**src/rtl/uart_apb_pkg.sv**
```systemverilog
// rtl/uart_apb_pkg.sv - register map, bit positions and TX state type for the APB UART
package uart_apb_pkg;

  localparam int REG_TXDATA  = 0;
  localparam int REG_RXDATA  = 1;
  localparam int REG_CLK_DIV = 2;
  localparam int REG_STATUS  = 3;
  localparam int REG_CTRL    = 4;
  localparam int REG_IRQ_EN  = 5;

  localparam int ST_TX_EMPTY = 0;
  localparam int ST_TX_FULL  = 1;
  localparam int ST_RX_EMPTY = 2;
  localparam int ST_RX_FULL  = 3;
  localparam int ST_OVERRUN  = 4;
  localparam int ST_PARITY   = 5;

  localparam int CTRL_TX_EN    = 0;
  localparam int CTRL_RX_EN    = 1;
  localparam int CTRL_TX_FLUSH = 2;
  localparam int CTRL_RX_FLUSH = 3;
  localparam int CTRL_WM_LSB   = 8;

  localparam int IRQ_TX_EMPTY = 0;
  localparam int IRQ_RX_LEVEL = 1;
  localparam int IRQ_OVERRUN  = 2;
  localparam int IRQ_PARITY   = 3;

  typedef enum logic {
    TX_IDLE = 1'b0,
    TX_SEND = 1'b1
  } tx_state_e;

  // A divider of zero would never advance; treat it as one clock per bit.
  function automatic logic [31:0] eff_div(input logic [31:0] div);
    return (div == 32'd0) ? 32'd1 : div;
  endfunction

endpackage

```
**src/rtl/uart_fifo.sv**
```systemverilog
// rtl/uart_fifo.sv - synchronous FIFO with flush, level count and combinational head
module uart_fifo #(
  parameter int WIDTH = 8,
  parameter int DEPTH = 16
) (
  input  logic                     clk,
  input  logic                     rst,
  input  logic                     push,
  input  logic [WIDTH-1:0]         push_data,
  input  logic                     pop,
  input  logic                     flush,
  output logic [WIDTH-1:0]         head,
  output logic                     full,
  output logic                     empty,
  output logic [$clog2(DEPTH):0]   count
);
  localparam int AW = $clog2(DEPTH);

  logic [WIDTH-1:0] mem [DEPTH];
  logic [AW-1:0]    wr_ptr;
  logic [AW-1:0]    rd_ptr;
  logic             do_push;
  logic             do_pop;

  assign empty   = (count == '0);
  assign full    = (count == (AW+1)'(DEPTH));
  assign do_pop  = pop && !empty;
  // A pop in the same cycle frees the slot, so a full FIFO can still accept.
  assign do_push = push && (!full || do_pop);
  assign head    = mem[rd_ptr];

  always_ff @(posedge clk or posedge rst) begin
    if (rst) begin
      wr_ptr <= '0;
      rd_ptr <= '0;
      count  <= '0;
    end else if (flush) begin
      wr_ptr <= '0;
      rd_ptr <= '0;
      count  <= '0;
    end else begin
      if (do_push) wr_ptr <= wr_ptr + 1'b1;
      if (do_pop)  rd_ptr <= rd_ptr + 1'b1;
      count <= count + (AW+1)'(do_push) - (AW+1)'(do_pop);
    end
  end

  always_ff @(posedge clk) begin
    if (do_push) mem[wr_ptr] <= push_data;
  end

endmodule

```
**src/rtl/uart_rx.sv**
```systemverilog
// rtl/uart_rx.sv - serial receiver, mid-bit sampling, flags even-parity mismatch
module uart_rx
  import uart_apb_pkg::*;
(
  input  logic        clk,
  input  logic        rstn_i,
  input  logic [31:0] clk_div,
  input  logic        rx_i,
  output logic        rx_valid_o,
  output logic [7:0]  rx_data_o,
  output logic        rx_err_o
);
  logic [1:0]  sync;
  logic        rx_s;
  logic        busy;
  logic [3:0]  bit_idx;
  logic [31:0] cnt;
  logic [8:0]  shift;
  logic [31:0] div;
  logic [31:0] half;

  assign rx_s = sync[1];
  assign div  = eff_div(clk_div);
  // Synchroniser and edge detection already cost cycles, so aim one short of half a bit.
  assign half = ((div >> 1) == 32'd0) ? 32'd0 : (div >> 1) - 32'd1;

  always_ff @(posedge clk or negedge rstn_i) begin
    if (!rstn_i) begin
      sync       <= 2'b11;
      busy       <= 1'b0;
      bit_idx    <= '0;
      cnt        <= '0;
      shift      <= '0;
      rx_valid_o <= 1'b0;
      rx_data_o  <= '0;
      rx_err_o   <= 1'b0;
    end else begin
      sync       <= {sync[0], rx_i};
      rx_valid_o <= 1'b0;
      if (!busy) begin
        if (!rx_s) begin
          busy    <= 1'b1;
          bit_idx <= '0;
          cnt     <= half;
        end
      end else if (cnt != 32'd0) begin
        cnt <= cnt - 32'd1;
      end else begin
        cnt     <= div - 32'd1;
        bit_idx <= bit_idx + 4'd1;
        if (bit_idx == 4'd0) begin
          if (rx_s) busy <= 1'b0;
        end else if (bit_idx == 4'd10) begin
          busy       <= 1'b0;
          rx_valid_o <= 1'b1;
          rx_data_o  <= shift[7:0];
          rx_err_o   <= ^shift;
        end else begin
          shift <= {rx_s, shift[8:1]};
        end
      end
    end
  end

endmodule

```
**src/rtl/uart_tx.sv**
```systemverilog
// rtl/uart_tx.sv - serial transmitter: start, 8 data LSB first, even parity, stop
module uart_tx
  import uart_apb_pkg::*;
(
  input  logic        clk,
  input  logic        rstn_i,
  input  logic [31:0] clk_div,
  input  logic        tx_valid_i,
  input  logic [7:0]  tx_data_i,
  output logic        tx_o,
  output logic        tx_done_o
);
  logic        busy;
  logic [3:0]  bit_idx;
  logic [31:0] cnt;
  logic [10:0] frame;
  logic [31:0] div;
  logic        bit_end;

  assign div       = eff_div(clk_div);
  assign bit_end   = (cnt >= div - 32'd1);
  assign tx_o      = busy ? frame[bit_idx] : 1'b1;
  assign tx_done_o = busy && (bit_idx == 4'd10) && bit_end;

  always_ff @(posedge clk or negedge rstn_i) begin
    if (!rstn_i) begin
      busy    <= 1'b0;
      bit_idx <= '0;
      cnt     <= '0;
      frame   <= '1;
    end else if (!busy) begin
      if (tx_valid_i) begin
        busy    <= 1'b1;
        bit_idx <= '0;
        cnt     <= '0;
        frame   <= {1'b1, ^tx_data_i, tx_data_i, 1'b0};
      end
    end else if (bit_end) begin
      cnt <= '0;
      if (bit_idx == 4'd10) busy <= 1'b0;
      else                  bit_idx <= bit_idx + 4'd1;
    end else begin
      cnt <= cnt + 32'd1;
    end
  end

endmodule

```
**src/rtl/uart_apb_fifo.sv**
```systemverilog
// rtl/uart_apb_fifo.sv - APB UART top: register file, TX sequencing, RX capture, sticky errors, IRQ
module uart_apb_fifo
  import uart_apb_pkg::*;
#(
  parameter int          FIFO_DEPTH  = 16,
  parameter logic [31:0] DEFAULT_DIV = 32'hFFFF_FFFF,
  parameter int          ADDR_W      = 5
) (
  input  logic              clk,
  input  logic              rst_i,
  input  logic              PSEL,
  input  logic              PENABLE,
  input  logic              PWRITE,
  input  logic [ADDR_W-1:0] PADDR,
  input  logic [31:0]       PWDATA,
  output logic [31:0]       PRDATA,
  output logic              PREADY,
  output logic              PSLVERR,
  output logic              irq_o,
  input  logic              rx_i,
  output logic              tx_o
);
  localparam int CW = $clog2(FIFO_DEPTH) + 1;

  logic            access, wr, rd, bad_idx;
  logic [31:0]     reg_idx;
  logic            unused_addr_bits;
  logic [31:0]     clk_div_q;
  logic            tx_en_q, rx_en_q;
  logic [3:0]      wm_q, wm_eff, irq_en_q;
  logic            ovr_q, perr_q, ovr_set, perr_set, rx_level_hit;
  logic            wr_status;

  logic            tx_push, tx_pop, tx_flush, tx_full, tx_empty;
  logic [7:0]      tx_head;
  logic [CW-1:0]   tx_count;
  logic            rx_push, rx_pop, rx_flush, rx_full, rx_empty;
  logic [7:0]      rx_head;
  logic [CW-1:0]   rx_count;

  logic            tx_valid, tx_done, tx_kill_q;
  logic [7:0]      tx_byte, tx_byte_q;
  logic            rx_valid, rx_err;
  logic [7:0]      rx_data;
  tx_state_e       state_q, state_d;

  assign access           = PSEL && PENABLE;
  assign wr               = access && PWRITE;
  assign rd               = access && !PWRITE;
  assign reg_idx          = 32'(PADDR[ADDR_W-1:2]);
  assign unused_addr_bits = ^PADDR[1:0];
  assign bad_idx          = (reg_idx > REG_IRQ_EN);
  assign PREADY           = access;
  assign PSLVERR          = access && (bad_idx || (wr && reg_idx == REG_TXDATA && tx_full));

  assign wr_status = wr && reg_idx == REG_STATUS;
  assign tx_push   = wr && reg_idx == REG_TXDATA && !tx_full;
  assign rx_pop    = rd && reg_idx == REG_RXDATA && !rx_empty;
  assign tx_flush  = wr && reg_idx == REG_CTRL && PWDATA[CTRL_TX_FLUSH];
  assign rx_flush  = wr && reg_idx == REG_CTRL && PWDATA[CTRL_RX_FLUSH];
  assign rx_push   = rx_valid && rx_en_q;
  assign ovr_set   = rx_push && rx_full && !rx_pop;
  assign perr_set  = rx_push && rx_err;

  always_comb begin
    PRDATA = '0;
    if (rd) begin
      case (reg_idx)
        REG_RXDATA:  PRDATA = rx_empty ? 32'd0 : {1'b1, 23'd0, rx_head};
        REG_CLK_DIV: PRDATA = clk_div_q;
        REG_STATUS:  PRDATA = {8'd0, 8'(rx_count), 8'(tx_count), 2'b00, perr_q, ovr_q,
                               rx_full, rx_empty, tx_full, tx_empty};
        REG_CTRL:    PRDATA = {20'd0, wm_q, 6'd0, rx_en_q, tx_en_q};
        REG_IRQ_EN:  PRDATA = {28'd0, irq_en_q};
        default:     PRDATA = '0;
      endcase
    end
  end

  always_ff @(posedge clk or posedge rst_i) begin
    if (rst_i) begin
      clk_div_q <= DEFAULT_DIV;
      tx_en_q   <= 1'b0;
      rx_en_q   <= 1'b0;
      wm_q      <= '0;
      irq_en_q  <= '0;
      ovr_q     <= 1'b0;
      perr_q    <= 1'b0;
    end else begin
      if (wr && reg_idx == REG_CLK_DIV) clk_div_q <= PWDATA;
      if (wr && reg_idx == REG_CTRL) begin
        tx_en_q <= PWDATA[CTRL_TX_EN];
        rx_en_q <= PWDATA[CTRL_RX_EN];
        wm_q    <= PWDATA[CTRL_WM_LSB +: 4];
      end
      if (wr && reg_idx == REG_IRQ_EN) irq_en_q <= PWDATA[3:0];
      // A new error in the same cycle as its clear keeps the flag set.
      ovr_q  <= ovr_set  || (ovr_q  && !(wr_status && PWDATA[ST_OVERRUN]));
      perr_q <= perr_set || (perr_q && !(wr_status && PWDATA[ST_PARITY]));
    end
  end

  assign wm_eff       = (wm_q == 4'd0) ? 4'd1 : wm_q;
  assign rx_level_hit = 8'(rx_count) >= 8'(wm_eff);

  always_ff @(posedge clk or posedge rst_i) begin
    if (rst_i) irq_o <= 1'b0;
    else       irq_o <= |(irq_en_q & {perr_q, ovr_q, rx_level_hit, tx_empty});
  end

  always_ff @(posedge clk or posedge rst_i) begin
    if (rst_i) begin
      state_q   <= TX_IDLE;
      tx_byte_q <= '0;
      tx_kill_q <= 1'b0;
    end else begin
      state_q <= state_d;
      if (state_q == TX_IDLE) tx_byte_q <= tx_head;
      // The byte on the wire was flushed away; its completion must not pop a newer entry.
      if (state_d == TX_IDLE)                  tx_kill_q <= 1'b0;
      else if (tx_flush && state_q == TX_SEND) tx_kill_q <= 1'b1;
    end
  end

  always_comb begin
    state_d  = state_q;
    tx_valid = 1'b0;
    tx_pop   = 1'b0;
    tx_byte  = tx_byte_q;
    case (state_q)
      TX_IDLE: begin
        tx_byte = tx_head;
        if (tx_en_q && !tx_empty) begin
          tx_valid = 1'b1;
          state_d  = TX_SEND;
        end
      end
      TX_SEND: begin
        tx_valid = 1'b1;
        if (tx_done) begin
          tx_pop  = !tx_kill_q;
          state_d = TX_IDLE;
        end
      end
      default: state_d = TX_IDLE;
    endcase
  end

  uart_fifo #(.WIDTH(8), .DEPTH(FIFO_DEPTH)) u_tx_fifo (
    .clk(clk), .rst(rst_i), .push(tx_push), .push_data(PWDATA[7:0]), .pop(tx_pop),
    .flush(tx_flush), .head(tx_head), .full(tx_full), .empty(tx_empty), .count(tx_count)
  );

  uart_fifo #(.WIDTH(8), .DEPTH(FIFO_DEPTH)) u_rx_fifo (
    .clk(clk), .rst(rst_i), .push(rx_push), .push_data(rx_data), .pop(rx_pop),
    .flush(rx_flush), .head(rx_head), .full(rx_full), .empty(rx_empty), .count(rx_count)
  );

  uart_tx u_uart_tx (
    .clk(clk), .rstn_i(~rst_i), .clk_div(clk_div_q), .tx_valid_i(tx_valid),
    .tx_data_i(tx_byte), .tx_o(tx_o), .tx_done_o(tx_done)
  );

  uart_rx u_uart_rx (
    .clk(clk), .rstn_i(~rst_i), .clk_div(clk_div_q), .rx_i(rx_i),
    .rx_valid_o(rx_valid), .rx_data_o(rx_data), .rx_err_o(rx_err)
  );

endmodule

```
**config.mk**
```make
export PLATFORM = sky130hd
export DESIGN_NAME = uart_apb_fifo
export DESIGN_NICKNAME = d
export VERILOG_FILES = /design/src/rtl/uart_apb_pkg.sv /design/src/rtl/uart_fifo.sv /design/src/rtl/uart_rx.sv /design/src/rtl/uart_tx.sv /design/src/rtl/uart_apb_fifo.sv
export SDC_FILE = /design/constraint.sdc
export NUM_CORES = 1
export LEC_CHECK = 0
export ABC_AREA = 0
export CORE_MARGIN = 10
export CORE_UTILIZATION = 46
export DETAILED_ROUTE_END_ITERATION = 10
export HOLD_SLACK_MARGIN = 0.05
export PLACE_DENSITY_LB_ADDON = 0.08
export SYNTH_ARGS = -nofsm -noshare
export SYNTH_HDL_FRONTEND = slang
export SYNTH_SLANG_ARGS = --single-unit
```
**constraint.sdc**
```tcl
create_clock -name clk -period 8.44 [get_ports clk]
set_clock_uncertainty 0.15 [all_clocks]
set_input_delay 1.688 -clock clk [delete_from_list [all_inputs] [get_ports clk]]
set_output_delay 1.688 -clock clk [all_outputs]
set_load 0.02 [all_outputs]
```
==> out/results.ini <==
[layout]
antenna_cells_inserted = 0
finish.net_count = 1915
finalInstanceArea_um2 = 24700
area.growth.synth_to_final_pct = 13.1
fin_util = 0.529
final_cell_count_no_fill = 2448
number_of_fill_cells_in_the_layout = 3986
fraction_of_final_layout_cells_sized_beyond_drive_strength_1 = 0.163

[pwr]
power.ir.vdd_worst_uv = 181
pwr_density_cell_nw_per_um2 = 249
power_switching_uw = 1840
share_clk_of_total_power = 0.336
cellInternalPower_uw = 4320
power_frac_comb = 0.206
p_total_uw = 6160
power_switching_share = 0.299
power.static_leakage_uw = 0.00955
share_seq_of_total_power = 0.457

[global_routing]
grt_pass1_vias = 14100
antenna_found_initial = 1
track_usage = 0.194
globalRouteOverflowTotal = 0
largest_net_degree_at_the_start_of_global_routing = 112
grt_first_pass_wirelength_um = 85900

[die]
rows = 79
floorplan.core_area_um2 = 46800
die_height_um = 238
die_width_um = 238
pin_count = 79
die_area_um2 = 56700
floorplan.initialDensity = 0.468

[clocking]
resized_cells_post_cts = 0
tritoncts.num_buffers = 48
clock_latency_ns = 0.59
cts.sinks = 442
cts-root-buf = sky130_fd_sc_hd__clkbuf_16
post_cts.repair.setup_buffers = 0
clock_tree_from_tritoncts = done
hold_buffers = 0
cts_max_path_buffers = 3
worst_setup_hold_path_clk_slew_ns = 0.05
htree_num_levels = 2

[synthesis]
synth_sequential_area_ratio = 0.567
synth_async_sr_flop_share = 0.421
syn_area_per_cell_um2 = 12.5
synth_area_um2 = 21900
synthesis.nets = 1858
synth-seq-cells = 442
synth-edff-count = 256
postSynthCellCount = 1745
synth-main-ff-cell = sky130_fd_sc_hd__edfxtp_1
yosysUniqueCellTypes = 74
yosys_warnings = 0

[detailed_routing]
firstDrtPassIters = 5
drt_first_iter_violations = 1149
wl_um = 55000
dr_total_vias = 14200
ant_nets = 0
remaining_drc_errors = 0
wl_per_cell_um = 22.5
viasPerCell = 5.80

[timing]
worst_pin_slew_ns = 1.21
slew-limit-headroom = 0.189
setup_total_negative_slack_ns = 0
rsz0062_at_grt = no
min_period_over_period = 0.781
final_max_slew_violation_count = 0
achievable-frequency_mhz = 152
total_count_of_hold_check_failures_in_the_final_report = 0
fin_crit_ns = 6.59
timing.final.setup_violations = 0

[placement]
placed_area_um2 = 23200
hpwl_um = 37700
placement.io_buffers = 76
gpl.final_weighted_congestion = 0.888
placed_cells_incl_taps = 2359

[min_path]
worst_hold_check_path_type = flop to flop

[critical_path]
timing.critical_path.from_type = input pin
critPathKind = input pin to output port
worst-path-max-fanout = 13
cp.arrival_ns = 4.75
timing.critical_path.required_ns = 6.60
setup.worst_path.end_class = output port

[status]
run_status = completed

[job]
max_cap_viol_count = 0

path summary, 6_finish.rpt:
kind / to / cells past startpoint / slack, ns / start
setup / recovery: PRDATA[0] / 6 / 1.85 / PADDR[4]
hold / removal: u_uart_rx.sync[1] / 0 / 0.21 / u_uart_rx.sync[0]
setup reg to reg: u_tx_fifo.count[4] / 28 / 1.98 / clk_div_q[14]
hold reg to reg: u_uart_rx.sync[1] / 0 / 0.21 / u_uart_rx.sync[0]
max in group asynchronous: u_rx_fifo.rd_ptr[0] / 3 / 5.08 / rst_i
min in group asynchronous: u_uart_tx.bit_idx[3] / 2 / 1.50 / rst_i
flip-flops by register name (all words and copies together), names as in the netlist, 4 cells and up:
register	count
u_rx_fifo.wr_ptr	4
u_rx_fifo.rd_ptr	4
u_tx_fifo.rd_ptr	4
u_uart_rx.bit_idx	4
u_uart_rx.cnt	32
u_uart_tx.cnt	32
wm_q	4
tx_byte_q	8
u_rx_fifo.mem	128
irq_en_q	4
clk_div_q	32
u_tx_fifo.wr_ptr	4
u_tx_fifo.mem	128
u_uart_rx.shift	9
u_uart_tx.bit_idx	4
u_uart_rx.rx_data_o	8
u_rx_fifo.count	5
u_uart_tx.frame	10
u_tx_fifo.count	5
cell usage after synthesis (15+ instances only):
cell                         n  area [µm²]
sky130_fd_sc_hd__mux4_2     66        1490
sky130_fd_sc_hd__nand2_1   141         529
sky130_fd_sc_hd__nor4_1     15        93.8
sky130_fd_sc_hd__xor2_1     50         438
sky130_fd_sc_hd__mux2_2     66         743
sky130_fd_sc_hd__edfxtp_1  256        7690
sky130_fd_sc_hd__a21o_1     25         188
sky130_fd_sc_hd__dfrtp_1   142        3550
sky130_fd_sc_hd__o21ai_0    59         295
sky130_fd_sc_hd__mux2i_1    40         400
sky130_fd_sc_hd__o21ai_1    28         140
sky130_fd_sc_hd__clkbuf_1   60         225
sky130_fd_sc_hd__a22oi_1    16         120
sky130_fd_sc_hd__nand3_1    37         185
sky130_fd_sc_hd__xnor2_1    59         517
sky130_fd_sc_hd__ha_1       68         851
sky130_fd_sc_hd__nor2b_1    18         113
sky130_fd_sc_hd__a21oi_1    54         270
sky130_fd_sc_hd__nor2_1    152         571
sky130_fd_sc_hd__nor3_1     36         180
sky130_fd_sc_hd__inv_1      44         165
sky130_fd_sc_hd__and2_1     44         275
sky130_fd_sc_hd__nand4_1    25         156
sky130_fd_sc_hd__dfstp_2    44        1160
cell families (layout without fill, tap and decap cells):
| logic type | count (synthesis) | after routing | share of synthesized area |
|---|---|---|---|
| compound gates | 263 | 263 | 0.0765 |
| simple gates | 555 | 555 | 0.126 |
| flops | 442 | 442 | 0.567 |
| buf+inv | 134 | 230 | 0.0256 |
| xor+xnor | 109 | 109 | 0.0437 |
| fa+ha+maj | 70 | 70 | 0.0407 |
| mux | 172 | 172 | 0.120 |
per-stage QoR:
stage	hold WS (ns)	setup slack, ns
final	0.206	1.85
after global routing	0.207	1.35
after CTS	0.206	1.95
after detailed placement	0.198	1.94
after global placement	0.197	1.98
after floorplan	0.195	1.62
cell type report:
class	instances	area [µm²]	area share
repair buffers	96	911	0.0368
well taps	607	759	0.0307
clock buffers	71	1370	0.0553
inverters	45	176	0.00713
multi-input cells	1169	8930	0.361
flip-flops and latches	442	12400	0.501
clock inverters	18	188	0.00759
worst max-delay path, stage by stage:
cell and delay, ns:
sky130_fd_sc_hd__clkdlybuf4s50_1 0.50, sky130_fd_sc_hd__nand2b_1 0.43, sky130_fd_sc_hd__nor2_1 0.82, sky130_fd_sc_hd__a222oi_1 0.40, sky130_fd_sc_hd__a21oi_1 0.25, sky130_fd_sc_hd__clkdlybuf4s50_1 0.66
per-layer routing:
layer	global-route usage	share of wire	wire length [µm]	vias up
li1	-	-	-	6559
met1	0.283	0.47	26000	7151
met2	0.292	0.45	24500	410
met3	0.0363	0.059	3250	85
met4	0.0551	0.022	1230	2
met5	0	0.00031	17	-
power groups by stage:
stage / clock network, µW / registers, µW / logic, µW
6_report: 2070 / 2820 / 1270
5_1_grt: 2200 / 2850 / 1430
4_1_cts: 2110 / 2810 / 1280
3_5_place_dp: 0 / 2850 / 1270
3_3_place_gp: 0 / 2840 / 1250
2_1_floorplan: 0 / 2710 / 1040
cells in the final DEF (no fill, tap or decap), types with 6 or more instances in the layout:
cell and instances:
sky130_fd_sc_hd__edfxtp_1 256, sky130_fd_sc_hd__xnor2_1 59, sky130_fd_sc_hd__buf_4 20, sky130_fd_sc_hd__nand3b_1 7, sky130_fd_sc_hd__mux4_2 66, sky130_fd_sc_hd__o211ai_1 12
sky130_fd_sc_hd__clkbuf_8 8, sky130_fd_sc_hd__o22ai_1 13, sky130_fd_sc_hd__a21oi_1 54, sky130_fd_sc_hd__nand2_1 141, sky130_fd_sc_hd__mux2i_1 40, sky130_fd_sc_hd__nand2b_1 10
sky130_fd_sc_hd__clkinv_2 11, sky130_fd_sc_hd__o32ai_1 8, sky130_fd_sc_hd__nand4_1 25, sky130_fd_sc_hd__or4_1 8, sky130_fd_sc_hd__nor2b_1 17, sky130_fd_sc_hd__nor3_1 34
sky130_fd_sc_hd__and2_1 44, sky130_fd_sc_hd__dfrtp_1 140, sky130_fd_sc_hd__nor3b_1 7, sky130_fd_sc_hd__nor4_2 6, sky130_fd_sc_hd__nand3_1 37, sky130_fd_sc_hd__inv_1 43
sky130_fd_sc_hd__a22oi_1 16, sky130_fd_sc_hd__dfstp_2 44, sky130_fd_sc_hd__clkdlybuf4s50_1 76, sky130_fd_sc_hd__ha_1 68, sky130_fd_sc_hd__nor4_1 14, sky130_fd_sc_hd__and3_1 13
sky130_fd_sc_hd__mux2_2 66, sky130_fd_sc_hd__xor2_1 50, sky130_fd_sc_hd__or3_1 13, sky130_fd_sc_hd__nor2_1 152, sky130_fd_sc_hd__o21ai_0 59, sky130_fd_sc_hd__clkbuf_16 48
sky130_fd_sc_hd__clkbuf_1 15, sky130_fd_sc_hd__o21ai_1 28, sky130_fd_sc_hd__a21o_1 25, sky130_fd_sc_hd__a221o_1 9
(Power assumes the default switching activity.)
